$ cat config.mk
export PLATFORM = sky130hd
export DESIGN_NAME = osc_adsr_envelope
export DESIGN_NICKNAME = d
export VERILOG_FILES = /design/src/rtl/osc_env_pkg.sv /design/src/rtl/osc_env_vca.sv /design/src/rtl/osc_adsr_envelope.sv
export SDC_FILE = /design/constraint.sdc
export NUM_CORES = 1
export LEC_CHECK = 0
export ABC_CLOCK_PERIOD_IN_PS = 13000
export BUFFER_PORTS_ARGS = -buffer_cell sky130_fd_sc_hd__buf_2
export CAP_MARGIN = 0
export CORE_MARGIN = 5
export CORE_UTILIZATION = 65
export CTS_BUF_LIST = sky130_fd_sc_hd__clkbuf_2 sky130_fd_sc_hd__clkbuf_4 sky130_fd_sc_hd__clkbuf_8
export DETAILED_ROUTE_END_ITERATION = 12
export GPL_TIMING_DRIVEN = 0
export MAX_ROUTING_LAYER = met4
export PLACE_DENSITY = 0.88
export SYNTH_ARGS = -nofsm -noshare
export SYNTH_HDL_FRONTEND = slang
export SYNTH_SLANG_ARGS = --single-unit
$ cat constraint.sdc
create_clock -name clk -period 13 [get_ports clk]
set_input_delay 1.95 -clock clk [delete_from_list [all_inputs] [get_ports clk]]
set_output_delay 1.95 -clock clk [all_outputs]
set_load 0.01 [all_outputs]
$ cat src/rtl/osc_env_pkg.sv
// Shared types for the oscillator amplitude-envelope stage.
// env_state_t is the ADSR state encoding that is visible on the env_state port.
package osc_env_pkg;
  localparam int ENV_STATE_WIDTH_C = 3;

  typedef enum logic [ENV_STATE_WIDTH_C-1:0] {
    IDLE    = 3'd0,
    ATTACK  = 3'd1,
    DECAY   = 3'd2,
    SUSTAIN = 3'd3,
    RELEASE = 3'd4
  } env_state_t;
endpackage

$ cat src/rtl/osc_env_vca.sv
// Registered VCA: multiplies the signed sample by the unsigned envelope level,
// then arithmetic-shifts the product right by ENV_WIDTH_P. The shift floors
// toward minus infinity and does not round.
// Ports:
//   clk, rst        clock, asynchronous active-high reset
//   i_wave          signed sample in
//   i_level         unsigned envelope level (full scale 2**ENV_WIDTH_P-1)
//   o_wave          registered scaled sample, one cycle of latency
module osc_env_vca #(
  parameter int WAVE_WIDTH_P = 24,
  parameter int ENV_WIDTH_P  = 16
) (
  input  logic                           clk,
  input  logic                           rst,
  input  logic signed [WAVE_WIDTH_P-1:0] i_wave,
  input  logic        [ENV_WIDTH_P-1:0]  i_level,
  output logic signed [WAVE_WIDTH_P-1:0] o_wave
);
  localparam int PW_C = WAVE_WIDTH_P + ENV_WIDTH_P + 1;

  logic signed [PW_C-1:0] w_wave_x;
  logic signed [PW_C-1:0] w_level_x;
  logic signed [PW_C-1:0] w_prod;
  logic signed [WAVE_WIDTH_P-1:0] r_wave;

  // Sign-extend the sample and zero-extend the level so the multiply is
  // signed x unsigned. The full product always fits in PW_C bits.
  assign w_wave_x  = {{(ENV_WIDTH_P+1){i_wave[WAVE_WIDTH_P-1]}}, i_wave};
  assign w_level_x = {{(WAVE_WIDTH_P+1){1'b0}}, i_level};
  assign w_prod    = w_wave_x * w_level_x;

  // |level| < 2**ENV_WIDTH_P, so the shifted product always fits
  // WAVE_WIDTH_P bits and needs no saturation.
  always_ff @(posedge clk or posedge rst) begin
    if (rst) r_wave <= '0;
    else     r_wave <= WAVE_WIDTH_P'(w_prod >>> ENV_WIDTH_P);
  end

  assign o_wave = r_wave;
endmodule

$ cat src/rtl/osc_adsr_envelope.sv
// ADSR amplitude envelope placed after the oscillator tops. The gate drives
// state changes on any clk edge. Level stepping happens only on env_enable
// pulses, except in SUSTAIN, which tracks cr_sustain_level on every clk.
// Ports:
//   clk, rst            clock, asynchronous active-high reset
//   osc_wave            signed oscillator sample
//   gate                note on/off, level-sensitive
//   env_enable          envelope step pulse
//   cr_attack_inc       level increment per step in ATTACK
//   cr_decay_inc        level decrement per step in DECAY
//   cr_sustain_level    sustain level
//   cr_release_inc      level decrement per step in RELEASE
//   osc_env_wave        registered enveloped sample
//   env_level           current envelope level
//   env_state           current ADSR state
module osc_adsr_envelope
  import osc_env_pkg::*;
#(
  parameter int WAVE_WIDTH_P = 24,
  parameter int ENV_WIDTH_P  = 16
) (
  input  logic                           clk,
  input  logic                           rst,
  input  logic signed [WAVE_WIDTH_P-1:0] osc_wave,
  input  logic                           gate,
  input  logic                           env_enable,
  input  logic        [ENV_WIDTH_P-1:0]  cr_attack_inc,
  input  logic        [ENV_WIDTH_P-1:0]  cr_decay_inc,
  input  logic        [ENV_WIDTH_P-1:0]  cr_sustain_level,
  input  logic        [ENV_WIDTH_P-1:0]  cr_release_inc,
  output logic signed [WAVE_WIDTH_P-1:0] osc_env_wave,
  output logic        [ENV_WIDTH_P-1:0]  env_level,
  output env_state_t                     env_state
);
  localparam logic [ENV_WIDTH_P:0] MAX_C = {1'b0, {ENV_WIDTH_P{1'b1}}};

  env_state_t             r_state, w_state_nxt;
  logic [ENV_WIDTH_P-1:0] r_level, w_level_nxt;

  // Arithmetic uses one extra bit, so a sum that overflows or a difference
  // that underflows is visible as a carry or borrow and never wraps.
  logic [ENV_WIDTH_P:0] w_att_sum, w_dec_diff, w_rel_diff;
  logic                 w_att_hit, w_dec_hit, w_rel_hit;

  assign w_att_sum  = {1'b0, r_level} + {1'b0, cr_attack_inc};
  assign w_dec_diff = {1'b0, r_level} - {1'b0, cr_decay_inc};
  assign w_rel_diff = {1'b0, r_level} - {1'b0, cr_release_inc};

  assign w_att_hit = (w_att_sum >= MAX_C);
  assign w_dec_hit = w_dec_diff[ENV_WIDTH_P] ||
                     (w_dec_diff[ENV_WIDTH_P-1:0] <= cr_sustain_level);
  // level <= inc: either a borrow or an exact zero
  assign w_rel_hit = w_rel_diff[ENV_WIDTH_P] ||
                     (w_rel_diff[ENV_WIDTH_P-1:0] == '0);

  always_ff @(posedge clk or posedge rst) begin
    if (rst) begin
      r_state <= IDLE;
      r_level <= '0;
    end else begin
      r_state <= w_state_nxt;
      r_level <= w_level_nxt;
    end
  end

  // The gate has priority. On a gate-driven transition the level is held,
  // so a retrigger during release continues from the current level.
  always_comb begin
    w_state_nxt = r_state;
    w_level_nxt = r_level;
    case (r_state)
      IDLE: begin
        w_level_nxt = '0;
        if (gate) w_state_nxt = ATTACK;
      end
      ATTACK: begin
        if (!gate) w_state_nxt = RELEASE;
        else if (env_enable) begin
          if (w_att_hit) begin
            w_level_nxt = MAX_C[ENV_WIDTH_P-1:0];
            w_state_nxt = DECAY;
          end else begin
            w_level_nxt = w_att_sum[ENV_WIDTH_P-1:0];
          end
        end
      end
      DECAY: begin
        if (!gate) w_state_nxt = RELEASE;
        else if (env_enable) begin
          if (w_dec_hit) begin
            w_level_nxt = cr_sustain_level;
            w_state_nxt = SUSTAIN;
          end else begin
            w_level_nxt = w_dec_diff[ENV_WIDTH_P-1:0];
          end
        end
      end
      SUSTAIN: begin
        if (!gate) w_state_nxt = RELEASE;
        else       w_level_nxt = cr_sustain_level;
      end
      RELEASE: begin
        if (gate) w_state_nxt = ATTACK;
        else if (env_enable) begin
          if (w_rel_hit) begin
            w_level_nxt = '0;
            w_state_nxt = IDLE;
          end else begin
            w_level_nxt = w_rel_diff[ENV_WIDTH_P-1:0];
          end
        end
      end
      default: begin
        w_state_nxt = IDLE;
        w_level_nxt = '0;
      end
    endcase
  end

  // The VCA sees the pre-edge level, so each output sample pairs with the
  // envelope level that was on env_level when the sample was taken.
  osc_env_vca #(
    .WAVE_WIDTH_P(WAVE_WIDTH_P),
    .ENV_WIDTH_P (ENV_WIDTH_P)
  ) u_vca (
    .clk    (clk),
    .rst    (rst),
    .i_wave (osc_wave),
    .i_level(r_level),
    .o_wave (osc_env_wave)
  );

  assign env_level = r_level;
  assign env_state = r_state;
endmodule

# Yosys cells after proc, flatten, opt, wreduce, memory -nomap -nowiden
# Index checks and enable logic that the tools add are counted.
# W data, S select, Z words.
dict set report word_totals {
  register_bits 43
  inputBits 92
  out_inout_bits 43
  elab_cells 57
}
dict set report op_classes {
  n_addsub 3
  n_mul 1
  magnitude_cmp 2
  eq_ne 19
  mux 23
  n_reduce_logical 6
}
# operator count
set ops {}
lappend ops {{$mux W16} 10}
lappend ops {{$pmux W16 S4} 1}
lappend ops {{$mul A24 B17 Y40} 1}
lappend ops {{$sub A16 B16 Y17} 2}
lappend ops {{$mux W3} 11}
lappend ops {{$ne A2 B2 Y1 const B} 9}
lappend ops {{$ne A3 B3 Y1 const B} 6}
lappend ops {{$add A16 B16 Y17} 1}
lappend ops {{$ge A17 B16 Y1 const B} 1}
lappend ops {{$le A16 B16 Y1} 1}
lappend ops {{$logic_not A16 Y1} 1}
lappend ops {{$pmux W3 S5} 1}
lappend ops {{$reduce_and A8 Y1} 1}
lappend ops {{$reduce_and A7 Y1} 1}
lappend ops {{$eq A3 B2 Y1 const B} 2}
lappend ops {{$eq A3 B1 Y1 const B} 1}
lappend ops {{$eq A3 B3 Y1 const B} 1}
lappend ops {{$logic_not A3 Y1} 1}
lappend ops {{$logic_or A1 B1 Y1} 2}

# Depth between registers and ports, before layout
# Gate-level depths: netlist of the first run.
dict set report depth {
  ltp_word 7
  depth_mapped 25
  ltp_nobuf 24
}

# Hierarchy
# From an unflattened synthesis of the first run, not the netlist that was laid out.
dict set report unflattened {
  cells_unflattened 2189
  hier_area_um2 18702.9
}
# mod instances cells_each area_each_um2 seq_area_each_um2
set modules_own_cells {}
lappend modules_own_cells {osc_env_vca 1 1575 14181.1 600.6}
lappend modules_own_cells {osc_adsr_envelope 1 614 4521.8 475.5}

# Least setup slack after synthesis of the first run
# Ideal clock, no wire load.
dict set report synth_path {
  path_type {in2reg}
  from {input port osc_wave[7]}
  to {register u_vca.r_wave[18], in the netlist u_vca.o_wave[18]}
  setup_time_ps 79
  t_arrival_ps 7452
  slack_ps 5469
  path_stages 24
  cell_sequence {clkbuf_1 -> nand2_1 -> fa_1 -> inv_1 -> fa_1 -> inv_1 -> fa_1 -> inv_1 -> fa_1 -> fa_1 -> inv_1 -> fa_1 -> inv_1 -> ha_1 -> nand2_1 -> nor4_1 -> o211ai_1 -> a31oi_1 -> a21bo_2 -> a21boi_1 -> o31ai_1 -> a21oi_1 -> o21ai_0 -> xor2_1}
}
dict set report synth_via {
  elab_chain_cells 1
}
# element line
set synth_lines {}
lappend synth_lines {{start: declaration} osc_adsr_envelope.sv:24} ;# input logic signed [WAVE_WIDTH_P-1:0] osc_wave,
lappend synth_lines {{$mul A24 B17 Y40} osc_env_vca.sv:30} ;# assign w_prod = w_wave_x * w_level_x;
lappend synth_lines {{named net u_vca.w_prod[34]} osc_env_vca.sv:23} ;# logic signed [PW_C-1:0] w_prod;
lappend synth_lines {{end signal: assignment} osc_env_vca.sv:36} ;# else r_wave <= WAVE_WIDTH_P'(w_prod >>> ENV_WIDTH_P);
lappend synth_lines {{end: declaration} osc_env_vca.sv:24} ;# logic signed [WAVE_WIDTH_P-1:0] r_wave;
# The timed path passes the listed nets, and every way through them passes these cells.
# A chain may end at the register's enable or synchronous reset.

# Worst setup path in the final report of the first run
dict set report layout_path {
  from {input port osc_wave[11]}
  to {register u_vca.r_wave[23], in the netlist u_vca.o_wave[23]}
}
# Same word-level chain as after synthesis.

==> results.toml, run 1 <==
[place]
dp_slack_ns = 3.93
place_congestion = 1.00
dp_hpwl_um = 43700
io_buffer_count = 134

[final_layout]
syn2layout_area_growth_pct = 6.97
fill_cells = 2188
final_layout_size_suffix_gt1_share_pct = 7.90
final_cell_mix = "inv_1 (490), fa_1 (373), nand2_1 (280), ha_1 (160), and2_1 (150)"
nets = 2839
final_common_cell = "inv_1"
final_core_util_pct = 69.9
ff_latch_area_um2 = 1080
multi_input_area_um2 = 14800

[clock_tree]
postCtsSetupRepairBufs = 0
cts_tree = "done"
cts_resized = 0
cts_root_buf = "clkbuf_8"
worstSkewPairLatency_ns = 0.35
cts.sinks = 43
cts_buffers = 5
path_clk_slew_ns = 0.10
h-tree-depth = 2
cts_buffer_depth = 2
hold_buffers = 0

[timing]
fin_crit_ns = 8.85
max_freq_ghz = 0.113
setup-violations-final = 0
maxSlewViolCount = 0
worst_pin_slew_ns = 1.19
rsz0062_at_grt = "false"
fin_crit_sh_pct = 68.1
hold_violations = 0
tns_ns = 0
setup_ws_ns = 4.15
clock_skew_ns = 0.0207
maxSlewHeadroom_pct = 19.9

[logic_synthesis]
syn_inst = 2072
synth_edf_count = 0
yosysWarnings = 0
avgSynthCellArea_um2 = 8.69
async_flop_share_pct = 100
synth_ff_type = "dfrtp_1"
yosys-top-cells-area = "fa_1 (41%), ha_1 (11%), inv_1 (10%)"
netlist_area_um2 = 18000
synth_seq_cells = 43
synth_top_area_share_pct = 41.5
syn_nets = 2697
synth_cell_types = 78
seq_area_frac_synth_pct = 5.97
synth_top_area_cell = "fa_1"

[status]
status = "finished clean"

[global_routing]
antenna_found_initial = 0
grt_usage_pct = 35.6
gr-total-overflow = 0
grt_pass1_vias = 16400
grt_max_degree = 26
grt_pass1_wl_um = 83700

[critical_path]
worst_setup_path_start_kind = "input port"
cp.required_ns = 13.26
critPathMostFrequentCell = "fa_1"
cp_slowest_stage_delay_ns = 0.57
critPathKind = "input port to flip-flop"
cpLargestDelayFamily = "adder cells"
cp.buffers_inverters = 5
endpoint_kind = "flip-flop"
crit_slowest_cell = "fa_1"
cp_cell_sequence = "buf_2, clkbuf_1, nand2_1, fa_1, fa_1, fa_1, inv_1, fa_1, fa_1, inv_1, fa_1, inv_1, ha_1, nor2_1, nor4_1, o211ai_1, a31oi_1, a31oi_1, nor2_1, o21ai_0, nand2_1, o41ai_1, xnor2_1"
cp.arrival_ns = 9.12
crit_fanout = 10

[detailed_routing]
drt_iter0_drc = 1218
wl_um = 52000
drt-pass1-iter-count = 7
vias = 15300
vias_per_cell = 5.88
wire_per_inst_um = 20.0
postRouteAntennaNets = 0
drcViolationCount = 0

[die]
die-height_um = 176
coreArea_um2 = 27600
start_util_pct = 65.4
rows = 61
ioPinCount = 135
fp.dieW_um = 176
die_area_um2 = 31100

[flow_run]
cap_violations = 0

[hold_path]
hold_path.class = "flip-flop to flip-flop"
[final cells by class]
type,instances,area share (%)
repair buffers,135,3.58
multi-input cells,1464,76.8
well taps,378,2.45
diodes,1,0.0130
flip-flops and latches,43,5.58
inverters,491,9.57
plain buffers,74,1.52
clock buffers,6,0.396
clock inverters,2,0.0649
[routing by layer]
layer	vias to the layer above	global-route usage [%]	part of all wire, %
li1	6667	-	-
met3	155	4.71	7.7
met2	765	59.6	50
met5	-	-	0
met1	7671	44.5	38
met4	0	13.5	4.3
[sequential cells by signal, summed over array words and instances (netlist names)]
| name | flops |
|---|---|
| env_level | 16 |
| u_vca.o_wave | 24 |
| env_state | 3 |
[cells by family (layout without fill, tap and decap cells)]
family	Yosys count	after routing	share of synthesized area, %
xor gates and xnor gates	65	65	3.16
DFF	43	43	5.97
muxes	3	3	0.167
AOI/OAI and AO/OA	273	273	10.3
other	0	1	0
adders and majority gates	533	533	52.6
buffers and inverters	565	708	11.9
and+or+nand+nor	590	590	15.9
[worst register-to-register path, cell delays in order (launching register included)]
cell and delay, ns:
dfrtp_1 0.50, clkbuf_1 0.49, clkbuf_1 0.55, nand2_1 0.18, fa_1 0.55, fa_1 0.52, fa_1 0.51, inv_1 0.06
fa_1 0.45, fa_1 0.51, inv_1 0.05, fa_1 0.48, inv_1 0.05, ha_1 0.31, nand2_1 0.14, nor4_1 0.38
o211ai_1 0.31, a31oi_1 0.53, a21bo_2 0.27, a21boi_1 0.12, o31ai_1 0.34, a21oi_1 0.20, o21ai_0 0.24, xor2_1 0.17
[per-stage QoR]
stage | cell area, um^2 | hold WS (ns) | instances
2_1_floorplan | 18000 | 0.667 | 2072
3_3_place_gp | 19200 | 0.712 | 2584
3_5_place_dp | 19200 | 0.702 | 2585
4_1_cts | 19300 | 0.729 | 2593
5_1_grt | 19300 | 0.772 | 2593
6_report | 19300 | 0.733 | 2594
[worst paths after layout]
path	from	to	slack, ns	depth (start not counted)
max in group asynchronous	rst	env_level[13]	10.85	3
min in group asynchronous	rst	u_vca.o_wave[10]	1.61	2
max	osc_wave[11]	u_vca.o_wave[23]	4.15	23
min reg2reg	env_state[0]	env_state[0]	0.73	2
max reg2reg	env_level[2]	u_vca.o_wave[18]	5.00	23
min	env_state[0]	env_state[0]	0.73	2
[cells in the mapped netlist (36+ instances only)]
cell type / count
a21o_1: 36
a21oi_1: 70
and2_1: 150
clkbuf_1: 69
dfrtp_1: 43
fa_1: 373
ha_1: 160
inv_1: 491
nand2_1: 280
nor2_1: 52
o21ai_0: 41
xnor2_1: 46
Power of run 1 is not shown: default switching activity piles up to over one toggle a cycle in this logic, so the estimate is an artifact.
==> run 2: changes to the inputs <==
- ABC_CLOCK_PERIOD_IN_PS: 13000 -> 8700
- clock period: 13 -> 8.7 ns (I/O delays scaled with it)
==> run 2 against run 1 <==
Compared with the run above: clock skew decreased by 0.00060 ns; hold slack improved by 0.0012 ns; critical path depth unchanged; critical endpoint unchanged; register-to-register slack got worse by 4.3 ns.
==> results.toml, run 2 (synthesis results as in run 1) <==
[critical_path]
crit_fanout = 10
cp_cell_sequence = "buf_2, clkbuf_1, nand2_1, fa_1, fa_1, fa_1, inv_1, fa_1, fa_1, inv_1, fa_1, inv_1, ha_1, nor2_1, nor4_1, o211ai_1, a31oi_1, a31oi_1, nor2_1, o21ai_0, nand2_1, o41ai_1, xnor2_1"
cp_slowest_stage_delay_ns = 0.56
worst_setup_path_start_kind = "input port"
crit_slowest_cell = "fa_1"
critPathKind = "input port to flip-flop"
cp.arrival_ns = 8.47
cp.required_ns = 8.96
critPathMostFrequentCell = "fa_1"
endpoint_kind = "flip-flop"

[global_routing]
grt_pass1_vias = 16400
grt_max_degree = 26
grt_pass1_wl_um = 83700
antenna_found_initial = 0
gr-total-overflow = 0
grt_usage_pct = 35.6

[final_layout]
diodes = 0
fill_cells = 2189
nets = 2839
fin_area_um2 = 19300
final_cell_mix = "inv_1 (490), fa_1 (373), nand2_1 (280), ha_1 (160), and2_1 (150)"
final_core_util_pct = 69.9
final_layout_size_suffix_gt1_share_pct = 7.90
largest_register_ffs = 24
final_common_cell = "inv_1"
syn2layout_area_growth_pct = 6.95
layoutNonFillerInstCount = 2593

[clock_tree]
path_clk_slew_ns = 0.10
cts_tree = "done"
postCtsSetupRepairBufs = 0
cts_buffers = 5
cts_buffer_depth = 2
worstSkewPairLatency_ns = 0.35
cts_root_buf = "clkbuf_8"
h-tree-depth = 2
hold_buffers = 0
cts_resized = 0
cts.sinks = 43

[status]
status = "finished clean"

[detailed_routing]
drt-pass1-iter-count = 5
wire_per_inst_um = 20.0
vias = 15200
drcViolationCount = 0
postRouteAntennaNets = 0
drt_iter0_drc = 1208
wl_um = 51900
vias_per_cell = 5.86

[die]
fp.dieW_um = 176
die-height_um = 176
start_util_pct = 65.4
die_area_um2 = 31100
ioPinCount = 135
rows = 61
coreArea_um2 = 27600

[place]
place_area_um2 = 19200
dpl.cell_count = 2585
place_congestion = 1.00
io_buffer_count = 134
dp_hpwl_um = 43700

[timing]
tns_ns = 0
max_freq_ghz = 0.122
clock_skew_ns = 0.0201
setup-violations-final = 0
maxSlewHeadroom_pct = 22.5
maxSlewViolCount = 0
fin_crit_sh_pct = 94.4
rsz0062_at_grt = "false"
hold_violations = 0
worst_pin_slew_ns = 1.15
fin_crit_ns = 8.21

[flow_run]
cap_violations = 0

[hold_path]
hold_path.class = "flip-flop to flip-flop"
-- run 2: cell types whose count changed in the layout (fill, tap and decap cells not counted), sizes merged --
cell,before,now
diode,1,0
-- run 2: final cells by class --
class	count	area, um^2	area share (%)
buffer	74	293	1.52
clock buffer	6	76.3	0.396
clock inverter	2	12.5	0.0649
inverter	491	1840	9.57
multi-input combinational	1464	14800	76.8
sequential	43	1080	5.59
tap	378	473	2.46
timing repair buffer	135	691	3.59
-- run 2: worst paths after layout --
check                        startpoint               end  slack [ns]  depth (start not counted)
setup / recovery           osc_wave[11]  u_vca.o_wave[23]        0.49                         23
hold / removal             env_state[0]      env_state[0]        0.73                          2
setup reg to reg           env_level[2]  u_vca.o_wave[18]        0.70                         23
hold reg to reg            env_state[0]      env_state[0]        0.73                          2
max in group asynchronous           rst     env_level[13]        7.20                          3
min in group asynchronous           rst  u_vca.o_wave[10]        0.96                          2
-- run 2: critical path: cells and delay by family --
family	cells	cell delay, ns
fa+ha+maj	7	3.36
compound gates	5	1.87
buf+inv	5	0.91
simple gates	5	0.83
xor+xnor	1	0.17
-- run 2: routing by layer --
layer | part of all wire, % | vias to the layer above | track usage [%]
met4 | 4.3 | 0 | 13.5
met2 | 50 | 764 | 59.6
met3 | 8.2 | 161 | 4.71
li1 | - | 6662 | -
met1 | 38 | 7617 | 44.5
met5 | 0 | - | -
-- run 2: metrics by stage --
stage,worst slack [ns],hold slack [ns]
4_1_cts,0.615,0.729
2_1_floorplan,1.81,0.667
3_3_place_gp,0.310,0.712
5_1_grt,0.201,0.772
3_5_place_dp,0.280,0.702
6_report,0.491,0.734
Power of run 2 is left out for the same reason.
